<file path="src/rtl/sram_bist_if.sv">
// Request/response bus between the BIST sequencer (master) and sram_ctrl (slave).
// Carries the one-cycle mem strobe, access qualifiers and both data directions.
interface sram_bist_if #(
  parameter int ADDR_W = 18,
  parameter int DATA_W = 16
);
  logic              mem;
  logic              rw;
  logic [ADDR_W-1:0] addr;
  logic [DATA_W-1:0] data_f2s;
  logic              ready;
  logic [DATA_W-1:0] data_s2f_r;

  modport master (
    output mem, rw, addr, data_f2s,
    input  ready, data_s2f_r
  );

  modport slave (
    input  mem, rw, addr, data_f2s,
    output ready, data_s2f_r
  );
endinterface

</file>
<file path="src/rtl/sram_bist.sv">
// SRAM self-test: writes then reads back every address with a true and then an
// inverted address-derived pattern, counting mismatches and latching the first bad address.
module sram_bist #(
  parameter int                ADDR_W    = 18,
  parameter int                DATA_W    = 16,
  parameter logic [ADDR_W-1:0] LAST_ADDR = '1,
  parameter logic [DATA_W-1:0] SEED      = 16'hA5C3
) (
  input  logic              i_clk,
  input  logic              i_reset,
  input  logic              i_start,
  sram_bist_if.master       bus,
  output logic              o_busy,
  output logic              o_done,
  output logic              o_pass,
  output logic [15:0]       o_err_count,
  output logic [ADDR_W-1:0] o_fail_addr
);

  localparam logic [2:0] S_IDLE    = 3'd0;
  localparam logic [2:0] S_WR_REQ  = 3'd1;
  localparam logic [2:0] S_WR_WAIT = 3'd2;
  localparam logic [2:0] S_RD_REQ  = 3'd3;
  localparam logic [2:0] S_RD_WAIT = 3'd4;
  localparam logic [2:0] S_FIN     = 3'd5;

  logic [2:0]        r_state;
  logic              r_phase;
  logic              r_mem;
  logic              r_rw;
  logic [ADDR_W-1:0] r_addr;
  logic [DATA_W-1:0] r_data;
  logic              r_busy;
  logic              r_done;
  logic              r_pass;
  logic [15:0]       r_err_count;
  logic [ADDR_W-1:0] r_fail_addr;

  logic              w_complete;
  logic              w_last;
  logic [DATA_W-1:0] w_expected;

  // Pattern: low address bits XOR seed, fully inverted in phase 1.
  function automatic logic [DATA_W-1:0] f_expected(input logic [ADDR_W-1:0] a, input logic ph);
    return DATA_W'(a) ^ SEED ^ {DATA_W{ph}};
  endfunction

  // The mem cycle itself never counts as completion, even though ready is still high then.
  assign w_complete = !r_mem && bus.ready;
  assign w_last     = (r_addr == LAST_ADDR);
  assign w_expected = f_expected(r_addr, r_phase);

  // Sequencer state, bus request registers and test status.
  always_ff @(posedge i_clk) begin
    if (i_reset) begin
      r_state     <= S_IDLE;
      r_phase     <= 1'b0;
      r_mem       <= 1'b0;
      r_rw        <= 1'b1;
      r_addr      <= '0;
      r_data      <= '0;
      r_busy      <= 1'b0;
      r_done      <= 1'b0;
      r_pass      <= 1'b0;
      r_err_count <= 16'h0000;
      r_fail_addr <= '0;
    end else begin
      r_mem <= 1'b0;
      case (r_state)
        S_IDLE: begin
          if (i_start) begin
            r_addr      <= '0;
            r_phase     <= 1'b0;
            r_err_count <= 16'h0000;
            r_fail_addr <= '0;
            r_done      <= 1'b0;
            r_pass      <= 1'b0;
            r_busy      <= 1'b1;
            r_state     <= S_WR_REQ;
          end
        end
        S_WR_REQ: begin
          if (bus.ready) begin
            r_mem   <= 1'b1;
            r_rw    <= 1'b0;
            r_data  <= w_expected;
            r_state <= S_WR_WAIT;
          end
        end
        S_WR_WAIT: begin
          if (w_complete) begin
            if (w_last) begin
              r_addr  <= '0;
              r_state <= S_RD_REQ;
            end else begin
              r_addr  <= r_addr + ADDR_W'(1);
              r_state <= S_WR_REQ;
            end
          end
        end
        S_RD_REQ: begin
          if (bus.ready) begin
            r_mem   <= 1'b1;
            r_rw    <= 1'b1;
            r_state <= S_RD_WAIT;
          end
        end
        S_RD_WAIT: begin
          if (w_complete) begin
            if (bus.data_s2f_r != w_expected) begin
              if (r_err_count != 16'hFFFF) begin
                r_err_count <= r_err_count + 16'd1;
              end
              if (r_err_count == 16'h0000) begin
                r_fail_addr <= r_addr;
              end
            end
            if (!w_last) begin
              r_addr  <= r_addr + ADDR_W'(1);
              r_state <= S_RD_REQ;
            end else if (!r_phase) begin
              r_phase <= 1'b1;
              r_addr  <= '0;
              r_state <= S_WR_REQ;
            end else begin
              r_state <= S_FIN;
            end
          end
        end
        S_FIN: begin
          r_busy  <= 1'b0;
          r_done  <= 1'b1;
          r_pass  <= (r_err_count == 16'h0000);
          r_state <= S_IDLE;
        end
        default: begin
          r_busy  <= 1'b0;
          r_state <= S_IDLE;
        end
      endcase
    end
  end

  assign bus.mem      = r_mem;
  assign bus.rw       = r_rw;
  assign bus.addr     = r_addr;
  assign bus.data_f2s = r_data;
  assign o_busy       = r_busy;
  assign o_done       = r_done;
  assign o_pass       = r_pass;
  assign o_err_count  = r_err_count;
  assign o_fail_addr  = r_fail_addr;

endmodule
</file>
<file path="src/flat_wrapper.sv">
// flat-port wrapper written by rule: the top's interface ports become plain ports
module sram_bist_flat 
#(
  parameter int                ADDR_W    = 18,
  parameter int                DATA_W    = 16,
  parameter logic [ADDR_W-1:0] LAST_ADDR = '1,
  parameter logic [DATA_W-1:0] SEED      = 16'hA5C3
)
  (i_clk, i_reset, i_start, o_busy, o_done, o_pass, o_err_count, o_fail_addr, bus_mem, bus_rw, bus_addr, bus_data_f2s, bus_ready, bus_data_s2f_r);
  sram_bist_if #(.ADDR_W(ADDR_W), .DATA_W(DATA_W)) bus_i ();
  input  logic i_clk;
  input  logic i_reset;
  input  logic i_start;
  output logic o_busy;
  output logic o_done;
  output logic o_pass;
  output logic [15:0] o_err_count;
  output logic [ADDR_W-1:0] o_fail_addr;
  output wire logic [$bits(bus_i.mem)-1:0] bus_mem;
  output wire logic [$bits(bus_i.rw)-1:0] bus_rw;
  output wire logic [$bits(bus_i.addr)-1:0] bus_addr;
  output wire logic [$bits(bus_i.data_f2s)-1:0] bus_data_f2s;
  input wire logic [$bits(bus_i.ready)-1:0] bus_ready;
  input wire logic [$bits(bus_i.data_s2f_r)-1:0] bus_data_s2f_r;
  assign bus_mem = bus_i.mem;
  assign bus_rw = bus_i.rw;
  assign bus_addr = bus_i.addr;
  assign bus_data_f2s = bus_i.data_f2s;
  assign bus_i.ready = bus_ready;
  assign bus_i.data_s2f_r = bus_data_s2f_r;
  sram_bist #(.ADDR_W(ADDR_W), .DATA_W(DATA_W), .LAST_ADDR(LAST_ADDR), .SEED(SEED)) u_core (.i_clk(i_clk), .i_reset(i_reset), .i_start(i_start), .bus(bus_i), .o_busy(o_busy), .o_done(o_done), .o_pass(o_pass), .o_err_count(o_err_count), .o_fail_addr(o_fail_addr));
endmodule
</file>
<file path="config.mk">
export PLATFORM = sky130hd
export DESIGN_NAME = sram_bist_flat
export DESIGN_NICKNAME = d
export VERILOG_FILES = /design/src/rtl/sram_bist_if.sv /design/src/rtl/sram_bist.sv /design/src/flat_wrapper.sv
export SDC_FILE = /design/constraint.sdc
export NUM_CORES = 1
export LEC_CHECK = 0
export ABC_AREA = 1
export CORE_MARGIN = 8
export CORE_UTILIZATION = 56
export CTS_BUF_LIST = sky130_fd_sc_hd__clkbuf_8
export CTS_CLUSTER_DIAMETER = 100
export DETAILED_ROUTE_END_ITERATION = 8
export GPL_TIMING_DRIVEN = 1
export PLACE_DENSITY = 0.85
export SETUP_SLACK_MARGIN = 0.05
export SLEW_MARGIN = 30
export SYNTH_ARGS = -nofsm -noshare
export SYNTH_HDL_FRONTEND = slang
export SYNTH_SLANG_ARGS = --single-unit
</file>
<file path="constraint.sdc">
create_clock -name i_clk -period 5.15 [get_ports i_clk]
set_input_delay 1.03 -clock i_clk [delete_from_list [all_inputs] [get_ports i_clk]]
set_output_delay 1.03 -clock i_clk [all_outputs]
set_load 0.05 [all_outputs]
</file>
Word-level counts from Yosys, hierarchy flattened
Index checks and enable logic that the tools add are counted.
- equal/unequal tests: 18
- add/subtract/negate cells: 2
- reductions and logical operators: 20
- muxes and demuxes: 37
- bitwise gates (word level): 4
- operators with widths (kind ; number):
    2-to-1 mux 18 bit ; 9
    2-to-1 mux 16 bit ; 4
    case mux 18 bit (3 select lines) ; 1
    case mux 18 bit (2 select lines) ; 1
    case mux 16 bit (2 select lines) ; 1
    2-to-1 mux 3 bit ; 7
    AND reduction 5 bit ; 4
    adder 18 x 1 -> 18 bit, second input constant ; 1
    == test 18 bit, second input constant ; 1
    adder 16 x 1 -> 16 bit, second input constant ; 1
    zero test 16 bit ; 1
    inequality test 16 bit ; 1
    inequality test 16 bit, second input constant ; 1
    bitwise XOR 16 bit ; 1
    case mux 3 bit (5 select lines) ; 1
    inequality test 2 x 1 -> 1 bit, second input constant ; 6
    case mux 1 bit (2 select lines) ; 5
    inverter 8 bit ; 1
    2-to-1 mux 1 bit ; 7
    == test 3 x 2 -> 1 bit, second input constant ; 2
    == test 3 bit, second input constant ; 2
    inequality test 2 bit, second input constant ; 3
    AND reduction 2 bit ; 3
    nonzero test 2 bit ; 3
    12 further kinds ; 14
- word-level logic and storage cells: 92
- input bits: 20
- register bits: 77

Longest topological paths before layout
Gate-level depths: netlist of run 1.
- depth after elaboration: 6
- gate-level depth with buffers: 15
- depth with buffers taken out: 13

Worst setup path before layout of run 1
No wires, ideal clock.
- path type: flip-flop to flip-flop
- start: register u_core.r_addr[1] (netlist: u_core.bus.addr[1])
- end: register u_core.r_addr[6] (netlist: u_core.bus.addr[6])
- stages on the path, launching flop included: 12
- period minus slack after synthesis: 2.269 ns
- path slack: 2.881 ns
- data required time: 5.022 ns
- arrival: 2.141 ns
- cell sequence: dfxtp_1 > ha_1 > nand3_1 > nor2_4 > nand4_4 > nor2_4 > nand2_2 > nand2_4 > inv_2 > buf_6 > o21ai_0 > nor2_1
- cells in the longest elaborated chain, start to end: 4
- elaborated cells between the ends (all ways): 9
- those cells by class: 1 x add/sub; 2 x eq/ne; 5 x mux; 1 x reduce/logical
- ends and longest elaborated chain (element ; RTL line ; text):
    start: declaration ; sram_bist.sv:31 ; logic [ADDR_W-1:0] r_addr;
    start signal: assignment ; sram_bist.sv:96 ; r_addr <= r_addr + ADDR_W'(1);
    start signal: assignment ; sram_bist.sv:119 ; r_addr <= r_addr + ADDR_W'(1);
    adder 18 x 1 -> 18 bit / == test 18 bit (equally long branches) ; sram_bist.sv:96, sram_bist.sv:119, sram_bist.sv:50 ;
    2-to-1 mux 18 bit, on equally long branches ; sram_bist.sv:118, sram_bist.sv:92 ;
    2-to-1 mux 18 bit, on equally long branches ; sram_bist.sv:109, sram_bist.sv:91 ;
    case mux 18 bit (3 select lines) ; sram_bist.sv:69 ; case (r_state)
Parallel ways exist; a longest one is shown, timed or not. The select of a mux whose other input is x is not followed.
A chain may end at the register's enable or synchronous reset.

Final worst setup path of run 1
- start: register u_core.r_state[1]
- end: register u_core.r_addr[3] (netlist: u_core.bus.addr[3])
- cells in the longest elaborated chain, start to end: 3
- elaborated cells between the ends (all ways): 10
- those cells by class: 6 x eq/ne; 1 x mux; 3 x reduce/logical
- ends and longest elaborated chain (element ; RTL line ; text):
    start: declaration ; sram_bist.sv:27 ; logic [2:0] r_state;
    start signal: assignment ; sram_bist.sv:56 ; r_state <= S_IDLE;
    start signal: assignment ; sram_bist.sv:79 ; r_state <= S_WR_REQ;
    start signal: assignment ; sram_bist.sv:87 ; r_state <= S_WR_WAIT;
    == test 3 bit, or another cell as far along ; sram_bist.sv:69 ;
    inequality test 3 bit (no source line), or another cell as far along ; -- ;
    AND reduction 5 bit (no source line) ; -- ;
Parallel ways exist; a longest one is shown, timed or not.

==> out/metrics.yaml, run 1 <==
status:
  status: "completed"
sta:
  finalCriticalPeriod_ns: 3.00
  maxSlewViolCount: 0
  setup_violations: 0
  skew_ns: 0.0101
  slew_headroom_pct: 46.1
  timing.fmax_ghz: 0.334
  layout_setup_ws_ns: 2.15
  hold_viol: 0
  max_slew.worst_pin.slew_ns: 0.807
  min_period_over_period_pct: 58.2
  grt_setup_unrepaired: "no"
  fin_setup_tns_ns: 0
min_path:
  hold_path.class: "reg -> reg"
global_routing:
  grt_max_degree: 61
  antenna_found_initial: 0
  grt_pass1_vias: 4559
  grt_overflow: 0
  grt_pass1_wl_mm: 22.5
  grt_use_total_pct: 23.9
critical_path:
  worstPathCellList: "nor2_2 -> nand2_2 -> clkinv_1 -> nand2_1 -> nor2_1 -> nand2_2 -> nand2_4 -> inv_2 -> o21ai_0 -> o21ai_0 -> nor2_1"
  r2r_slack_ns: 2.15
  worstSetupPathType: "reg -> reg"
  crit_arrival_ns: 3.24
  cp-endpoint: "u_core.bus.addr[3]"
  cp-startpoint: "u_core.r_state[1]"
  rr_worst_depth: 11
  slowest_stage: "clkinv_1"
  r2r-end: "u_core.bus.addr[3]"
  crit_fanout: 27
  cp.required_ns: 5.40
  r2r_start: "u_core.r_state[1]"
  crit_path_start_kind: "flop"
  critPathMaxStageDelay_ns: 0.73
  critPathCaptureType: "flop"
routing:
  vias_per_cell: 5.55
  drt-pass1-iter-count: 5
  drtIter0Drc: 411
  drc: 0
  drt-total-wl_mm: 13.8
  vias: 4988
  wl_per_cell_microns: 15.3
  drtAntennaViolNets: 0
synth:
  synth_top_area_cell: "dfxtp_1"
  ys_ff_latch: 77
  syn-mean-instance-area_sq_um: 6.27
  syn_nets: 743
  ys.flop_type: "dfxtp_1"
  synth.top_cell.area_share_pct: 34.1
  syn_inst: 720
  synth-seq-area-share_pct: 34.1
  yosysMostFrequentCell: "nand2_1"
  ys_types: 36
  netlist_top_cells_count: "nand2_1 (197), nor2_1 (89), dfxtp_1 (77), nand3_1 (75), a21oi_1 (60)"
  async_flop_share_pct: 0
  syn_area_sq_mm: 0.00452
  yosys_warnings: 0
  synth-edff-count: 0
  ys_top_cells_by_area: "dfxtp_1 (34%), nand2_1 (16%), nand3_1 (8.3%)"
placement:
  dpl_worst_slack_ns: 1.94
  place_congestion: 0.950
  dp_cells: 883
  io_buffers: 92
  hpwlAfterDp_mm: 10.0
cells_and_area:
  drive_gt1_share_pct: 4.77
  postLayoutCoreUtil_pct: 72.2
  fin_cells: 899
  fin_nets: 815
  syn2layout_area_growth_pct: 24.3
  n_antenna_cell: 0
clocking:
  clk_latency_ns: 0.36
  clkSlewWorstSetupHoldPaths_ns: 0.09
  cts_max_path_buffers: 2
  cts_tree: "yes"
  cts_made_buffers: 9
  clock-sinks: 77
  cts_resized: 0
  root_buffer: "clkbuf_8"
  h-tree-depth: 3
  cts_hold_buffers: 0
  cts_setup_buffers: 0
power:
  p_per_area_mw_per_mm2: 410
  p_leak_uw: 0.00223
  vdd_ir_drop_max_v: 0.000244
floorplan:
  die_h_microns: 106
  die_area_sq_mm: 0.0112
  rows: 32
  io_pins: 93
  die_x_microns: 106
  core_sq_mm: 0.00777
  initial_utilization_pct: 58.1
job:
  maxCapViolCount: 0
[critical path, delay by kind of cell, from the launching register on]
kind / cells / cell delay (ns)
buf+inv: 2 / 1.07
simple gates: 7 / 1.11
flops: 1 / 0.42
compound gates: 2 / 0.28
[cell type report]
| type | instances | area [sq um] |
|---|---|---|
| inverter | 63 | 236 |
| tap | 102 | 128 |
| multi-input combinational | 545 | 2560 |
| timing repair buffer | 96 | 951 |
| sequential | 77 | 1540 |
| fill | 686 | 2160 |
| clock inverter | 7 | 75.1 |
| clock buffer | 9 | 124 |
[cell families (layout without fill, tap and decap cells)]
kind of cell / count (synthesis) / in the layout / share of synthesized area (%)
fa+ha+maj: 3 / 3 / 0.831
buf+inv: 98 / 175 / 9.42
simple gates: 414 / 414 / 39.8
xor+xnor: 10 / 10 / 1.94
flops: 77 / 77 / 34.1
compound gates: 118 / 118 / 13.9
[flip-flops by register name, summed over array words and instances, names as in the netlist]
signal               cells
u_core.bus.rw            1
u_core.o_busy            1
u_core.bus.data_f2s     16
u_core.bus.mem           1
u_core.o_fail_addr      18
u_core.o_pass            1
u_core.o_done            1
u_core.bus.addr         18
u_core.o_err_count      16
u_core.r_state           3
u_core.r_phase           1
[through the flow]
stage / power [uW] / area (sq um) / hold slack [ns]
after detailed placement: 1830 / 5410 / 0.468
after global placement: 1820 / 5410 / 0.461
after floorplan: 1540 / 4520 / 0.504
after CTS: 2300 / 5610 / 0.483
final: 2300 / 5610 / 0.484
after global routing: 2430 / 5610 / 0.520
[where the power goes]
part           switching, uW  leakage [uW]  internal [uW]  total (uW)
sequential               124      0.000630            690         814
clock                    247     0.0000976            227         474
combinational            692       0.00150            323        1010
total                   1060       0.00223           1240        2300
[how the worst min path moves through the flow]
stage                                       from                     end  slack [ns]  cells after the start
after floorplan                u_core.r_state[1]       u_core.r_state[1]        0.50                      2
after global placement    u_core.o_fail_addr[12]  u_core.o_fail_addr[12]        0.46                      2
after detailed placement   u_core.o_fail_addr[4]   u_core.o_fail_addr[4]        0.47                      2
after CTS                          u_core.o_busy           u_core.o_busy        0.48                      2
after global routing      u_core.o_fail_addr[10]  u_core.o_fail_addr[10]        0.52                      2
final                              u_core.o_busy           u_core.o_busy        0.48                      2
[metal layers]
| metal | track usage [%] | vias up | routed length, microns |
|---|---|---|---|
| li1 | - | 2495 | - |
| met1 | 32.0 | 2229 | 5970 |
| met2 | 36.4 | 240 | 6120 |
| met3 | 5.79 | 24 | 1360 |
| met4 | 8.84 | 0 | 290 |
| met5 | 0 | - | 0 |
[placed cells by master (no fill, tap or decap), types with 2 or more instances in the layout]
master / synthesis / routed
inv_2: 3 / 3
nor2_1: 89 / 89
o21ai_0: 37 / 37
a31oi_1: 7 / 7
clkinvlp_4: 0 / 2
nand2_4: 2 / 3
nor3_1: 23 / 23
nor2_2: 2 / 2
clkbuf_8: 0 / 9
ha_1: 3 / 3
nand2_1: 197 / 196
nor4_1: 2 / 2
nand3_1: 75 / 75
nor2_4: 2 / 2
buf_4: 2 / 4
xor2_1: 10 / 10
inv_6: 0 / 2
dfxtp_1: 77 / 77
a21oi_1: 60 / 60
inv_1: 59 / 60
clkdlybuf4s50_1: 0 / 92
nand4_1: 6 / 6
nand3b_1: 8 / 8
o21ai_1: 7 / 7
o21ai_2: 3 / 3
nand2_2: 3 / 3
(Power assumes the default switching activity.)
==> run 2, diff against run 1 <==
CORE_UTILIZATION = 53   (was 56)
PLACE_DENSITY = 0.81   (was 0.85)
clock period = 3.1 ns   (was 5.15 ns; I/O delays follow)
==> run 2 against run 1 <==
Against the previous run:
- flip-flop and latch count unchanged
- setup slack worse by 1.5 ns
- global-route usage down 0.40 points
- utilization down 3.8 points
- critical path type is now reg -> out
==> out/metrics.yaml, run 2 (synthesis results as in run 1) <==
critical_path:
  critPathCaptureType: "primary output"
  crit_path_start_kind: "flop"
  cp.required_ns: 2.48  # -2.92 ns
  worstPathCellList: "clkdlybuf4s50_1"
  crit_arrival_ns: 1.84  # -1.40 ns
  worstSetupPathType: "reg -> out"
  cp_num_buf_inv: 1  # -1
  slowest_stage: "clkdlybuf4s50_1"
  crit_fanout: 9  # -67%
  crit_family: "buffers and inverters"
  critPathMaxStageDelay_ns: 0.89  # +0.16 ns
cells_and_area:
  layout_commonest_cell: "nand2_1"
  drive_gt1_share_pct: 5.72  # +0.95 points
  finalInstanceArea_sq_mm: 0.00565  # +0.76%
  layout_common_cells: "nand2_1 (196), clkdlybuf4s50_1 (92), nor2_1 (89)"
  n_antenna_cell: 0  # unchanged
  syn2layout_area_growth_pct: 25.2
  nFillCells: 747  # +8.9%
  fin_nets: 822  # +0.86%
sta:
  slew_headroom_pct: 57.6  # +11 points
  min_period_over_period_pct: 79.3
  finalCriticalPeriod_ns: 2.46
  setup_violations: 0  # unchanged
  fin_setup_tns_ns: 0  # unchanged
  maxSlewViolCount: 0  # unchanged
  grt_setup_unrepaired: "no"
  whs_ns: 0.481  # -0.00309 ns
  timing.fmax_ghz: 0.407
  skew_ns: 0.0179  # +0.00775 ns
  hold_viol: 0  # unchanged
  max_slew.worst_pin.slew_ns: 0.635  # -0.172 ns
clocking:
  root_buffer: "clkbuf_8"
  cts_hold_buffers: 0  # unchanged
  cts_tree: "yes"
  clkSlewWorstSetupHoldPaths_ns: 0.10  # about the same
  cts_max_path_buffers: 2  # unchanged
  cts_resized: 0  # unchanged
  cts_setup_buffers: 0  # unchanged
  cts_made_buffers: 9  # unchanged
  clock-sinks: 77  # unchanged
  clk_latency_ns: 0.37  # about the same
  h-tree-depth: 3  # unchanged
status:
  status: "completed"
routing:
  vias: 5048  # +1.2%
  drtAntennaViolNets: 0  # unchanged
  drt-total-wl_mm: 13.9  # +1.3%
  drc: 0  # unchanged
  vias_per_cell: 5.55  # about the same
  drtIter0Drc: 368  # -10%
  wl_per_cell_microns: 15.3  # +0.17%
  drt-pass1-iter-count: 6  # +1
floorplan:
  die_area_sq_mm: 0.0117  # +4.8%
  core_sq_mm: 0.00826  # +6.3%
  rows: 33  # +3.1%
  die_x_microns: 108  # +2.4%
  initial_utilization_pct: 54.7  # -3.5 points
  io_pins: 93  # unchanged
  die_h_microns: 108  # +2.4%
placement:
  place_congestion: 0.947  # -0.37%
  placed_area_sq_mm: 0.00546  # +0.95%
  io_buffers: 92  # unchanged
  hpwlAfterDp_mm: 10.3  # +3.2%
min_path:
  hold_path.class: "reg -> reg"
global_routing:
  grt_max_degree: 37  # -39%
  grt_use_total_pct: 23.5  # -0.40 points
  grt_overflow: 0  # unchanged
  grt_pass1_wl_mm: 22.4  # -0.40%
  grt_pass1_vias: 4513  # -1.0%
  antenna_found_initial: 0  # unchanged
power:
  p_per_area_mw_per_mm2: 673  # +64%
  p_leak_uw: 0.00224  # +0.52%
  vdd_ir_drop_max_v: 0.000355  # +45%
  power.total_uw: 3800  # +65%
job:
  maxCapViolCount: 0  # unchanged
==> run 2: cell count changes in the layout (fill, tap and decap cells not counted), sizes merged <==
cell / change
bufinv: -1
buf: +7
clkinv: +1
==> run 2: cell type report <==
class	instances	area (sq um)	share of cell area, %
tap	105	131	2.32
clock buffer	9	124	2.19
sequential	77	1540	27.3
multi-input combinational	545	2550	45.1
timing repair buffer	103	1000	17.7
inverter	63	236	4.18
clock inverter	7	66.3	1.17
==> run 2: power breakdown <==
part	internal, uW	switching (uW)	leakage (uW)	total [uW]
sequential	1150	193	0.000630	1340
clock	307	443	0.0000896	750
combinational	552	1160	0.00152	1710
total	2010	1800	0.00224	3800
==> run 2: metal layers <==
layer	global-route usage [%]	vias up	part of all wire [%]
li1	-	2505	-
met5	0	-	0
met2	37.1	222	45
met3	5.12	33	8.4
met4	8.50	0	2.3
met1	30.9	2288	44
==> run 2: worst paths after layout <==
path | startpoint | to | slack (ns) | depth (start not counted)
setup reg to reg | u_core.bus.addr[3] | u_core.o_fail_addr[3] | 0.66 | 11
hold / removal | u_core.o_busy | u_core.o_busy | 0.48 | 2
setup / recovery | u_core.bus.addr[9] | bus_addr[9] | 0.64 | 1
hold reg to reg | u_core.o_busy | u_core.o_busy | 0.48 | 2
==> run 2: tightest hold or removal path: stages (launching register included) <==
cell and delay [ns]:
dfxtp_1 0.32, o21ai_0 0.06, a21oi_1 0.06
==> run 2: metrics by stage <==
stage / worst slack [ns] / util (%) / cells
after floorplan: 0.831 / - / 720
final: 0.642 / 68.5 / 909
after global placement: 0.397 / 66.2 / 893
after global routing: 0.370 / 68.5 / 909
after CTS: 0.649 / 68.5 / 909
after detailed placement: 0.382 / 66.2 / 893
==> run 3, diff against run 2 <==
CORE_UTILIZATION = 48   (was 53)
PLACE_DENSITY = 0.78   (was 0.81)
clock period = 2.2 ns   (was 3.1 ns; I/O delays follow)
==> run 3 against run 2 <==
Against the previous run:
- largest cell class unchanged
- combinational power rose by 60%
- highest routed layer unchanged
- critical path depth rose by 1
- clock power rose by 49%
==> out/metrics.yaml, run 3 (synthesis results as in run 1) <==
status:
  status: "completed"
clocking:
  clkSlewWorstSetupHoldPaths_ns: 0.09  # about the same
  cts_made_buffers: 9  # unchanged
  h-tree-depth: 3  # unchanged
  cts_setup_buffers: 0  # unchanged
  root_buffer: "clkbuf_8"
  clk_latency_ns: 0.35  # -0.02 ns
  clock-sinks: 77  # unchanged
  cts_tree: "yes"
  cts_max_path_buffers: 2  # unchanged
floorplan:
  core_sq_mm: 0.00920  # +11%
  rows: 35  # +6.1%
  initial_utilization_pct: 49.1  # -5.6 points
  die_area_sq_mm: 0.0128  # +8.8%
  die_h_microns: 113  # +4.3%
  die_x_microns: 113  # +4.3%
  io_pins: 93  # unchanged
cells_and_area:
  finalInstanceArea_sq_mm: 0.00601  # +6.2%
  multiInputGateArea_sq_mm: 0.00255  # unchanged
  layout_common_cells: "nand2_1 (196), nor2_1 (89), nand3_1 (75), clkdlybuf4s50_1 (75), dfxtp_1 (73)"
  drive_gt1_share_pct: 11.3  # +5.6 points
  register_area_sq_mm: 0.00155  # +0.32%
  postLayoutCoreUtil_pct: 65.3  # -3.1 points
  n_antenna_cell: 0  # unchanged
  fin_nets: 858  # +4.4%
  nFillCells: 836  # +12%
  syn2layout_area_growth_pct: 33.0
  layout_commonest_cell: "nand2_1"
global_routing:
  antenna_found_initial: 0  # unchanged
  grt_max_degree: 37  # unchanged
  grt_overflow: 0  # unchanged
  grt_pass1_vias: 4973  # +10%
  grt_use_total_pct: 23.9  # +0.35 points
  grt_pass1_wl_mm: 25.0  # +12%
sta:
  hold_viol: 0  # unchanged
  grt_setup_unrepaired: "no"
  finalCriticalPeriod_ns: 2.11
  whs_ns: 0.484  # +0.00294 ns
  timing.fmax_ghz: 0.475
  skew_ns: 0.0114  # -0.00647 ns
  maxSlewViolCount: 0  # unchanged
  max_slew.worst_pin.slew_ns: 0.553  # -0.0817 ns
  setup_violations: 0  # unchanged
  min_period_over_period_pct: 95.7
  slew_headroom_pct: 63.0  # +5.4 points
power:
  power.total_uw: 5690  # +50%
  p_per_area_mw_per_mm2: 947  # +41%
  p_leak_uw: 0.00255  # +14%
  vdd_ir_drop_max_v: 0.000434  # +22%
critical_path:
  critPathCaptureType: "primary output"
  critPathMaxStageDelay_ns: 0.83  # -0.06 ns
  slowest_stage: "clkdlybuf4s50_1"
  crit_fanout: 6  # -3
  crit_path_start_kind: "flop"
  cp.required_ns: 1.76  # -0.72 ns
  worstPathCellList: "buf_4 -> clkdlybuf4s50_1"
  worstSetupPathType: "reg -> out"
  crit_arrival_ns: 1.67  # -0.17 ns
routing:
  drtAntennaViolNets: 0  # unchanged
  wl_per_cell_microns: 16.0  # +4.3%
  vias_per_cell: 5.48  # -1.4%
  drc: 0  # unchanged
  vias: 5207  # +3.1%
  drtIter0Drc: 451  # +23%
  drt-pass1-iter-count: 5  # -1
  drt-total-wl_mm: 15.2  # +9.1%
placement:
  io_buffers: 92  # unchanged
  hpwlAfterDp_mm: 11.5  # +12%
  placed_area_sq_mm: 0.00580  # +6.1%
  place_congestion: 0.953  # +0.67%
min_path:
  hold_path.class: "reg -> reg"
job:
  maxCapViolCount: 0  # unchanged
## run 3: cell count changes in the layout (fill, tap and decap cells not counted), moves of 3 or more
cell	change
dfxtp_1	-4
dlymetal6s2s_1	+3
clkdlybuf4s50_1	-17
dfxtp_2	+4
dlygate4sd2_1	+4
buf_4	+39
buf_12	+6
inv_6	-3
## run 3: timing repair
action,CTS,global route
cloned,0,0
endpoints found under the setup margin,4,37
hold buffers,0,0
gates resized for setup,4,7
## run 3: final cells by class
class	instances	area share [%]
flip-flops and latches	77	25.7
inverters	63	3.98
repair buffers	139	22.1
multi-input cells	545	42.5
clock buffers	10	2.29
clock inverters	6	1.06
well taps	111	2.31
## run 3: metrics by stage
step / cells / TNS [ns] / worst slack (ns)
4_1_cts: 951 / 0 / 0.0675
6_report: 951 / 0 / 0.0941
2_1_floorplan: 720 / 0 / 0.0821
3_5_place_dp: 935 / -0.343 / -0.112
3_3_place_gp: 935 / -0.0674 / -0.0608
5_1_grt: 951 / 0 / 0.0586
## run 3: metal layers
metal / vias to the layer above / share of wire [%] / GRT usage (%)
li1: 2573 / - / -
met3: 29 / 7.9 / 4.79
met5: - / 0 / 0
met2: 226 / 48 / 40.7
met4: 0 / 2.0 / 7.64
met1: 2379 / 42 / 29.5
## run 3: worst max-delay path: cells and delay by family (launching register included)
kind | cells | cell delay, ns
flops | 1 | 0.33
buf+inv | 2 | 0.99
## run 3: worst paths after layout
path,slack [ns],cells after the start,startpoint,end
max reg2reg,0.20,10,u_core.bus.addr[14],u_core.bus.addr[7]
min reg2reg,0.48,2,u_core.bus.rw,u_core.bus.rw
min,0.48,2,u_core.bus.rw,u_core.bus.rw
max,0.09,2,u_core.bus.addr[1],bus_addr[1]
## run 3: where the power goes
group          internal, uW  total (uW)  leakage (uW)  switching (uW)
combinational           953        2730       0.00182            1780
clock                   554        1120      0.000104             568
sequential             1620        1840      0.000631             218
total                  3120        5690       0.00255            2570
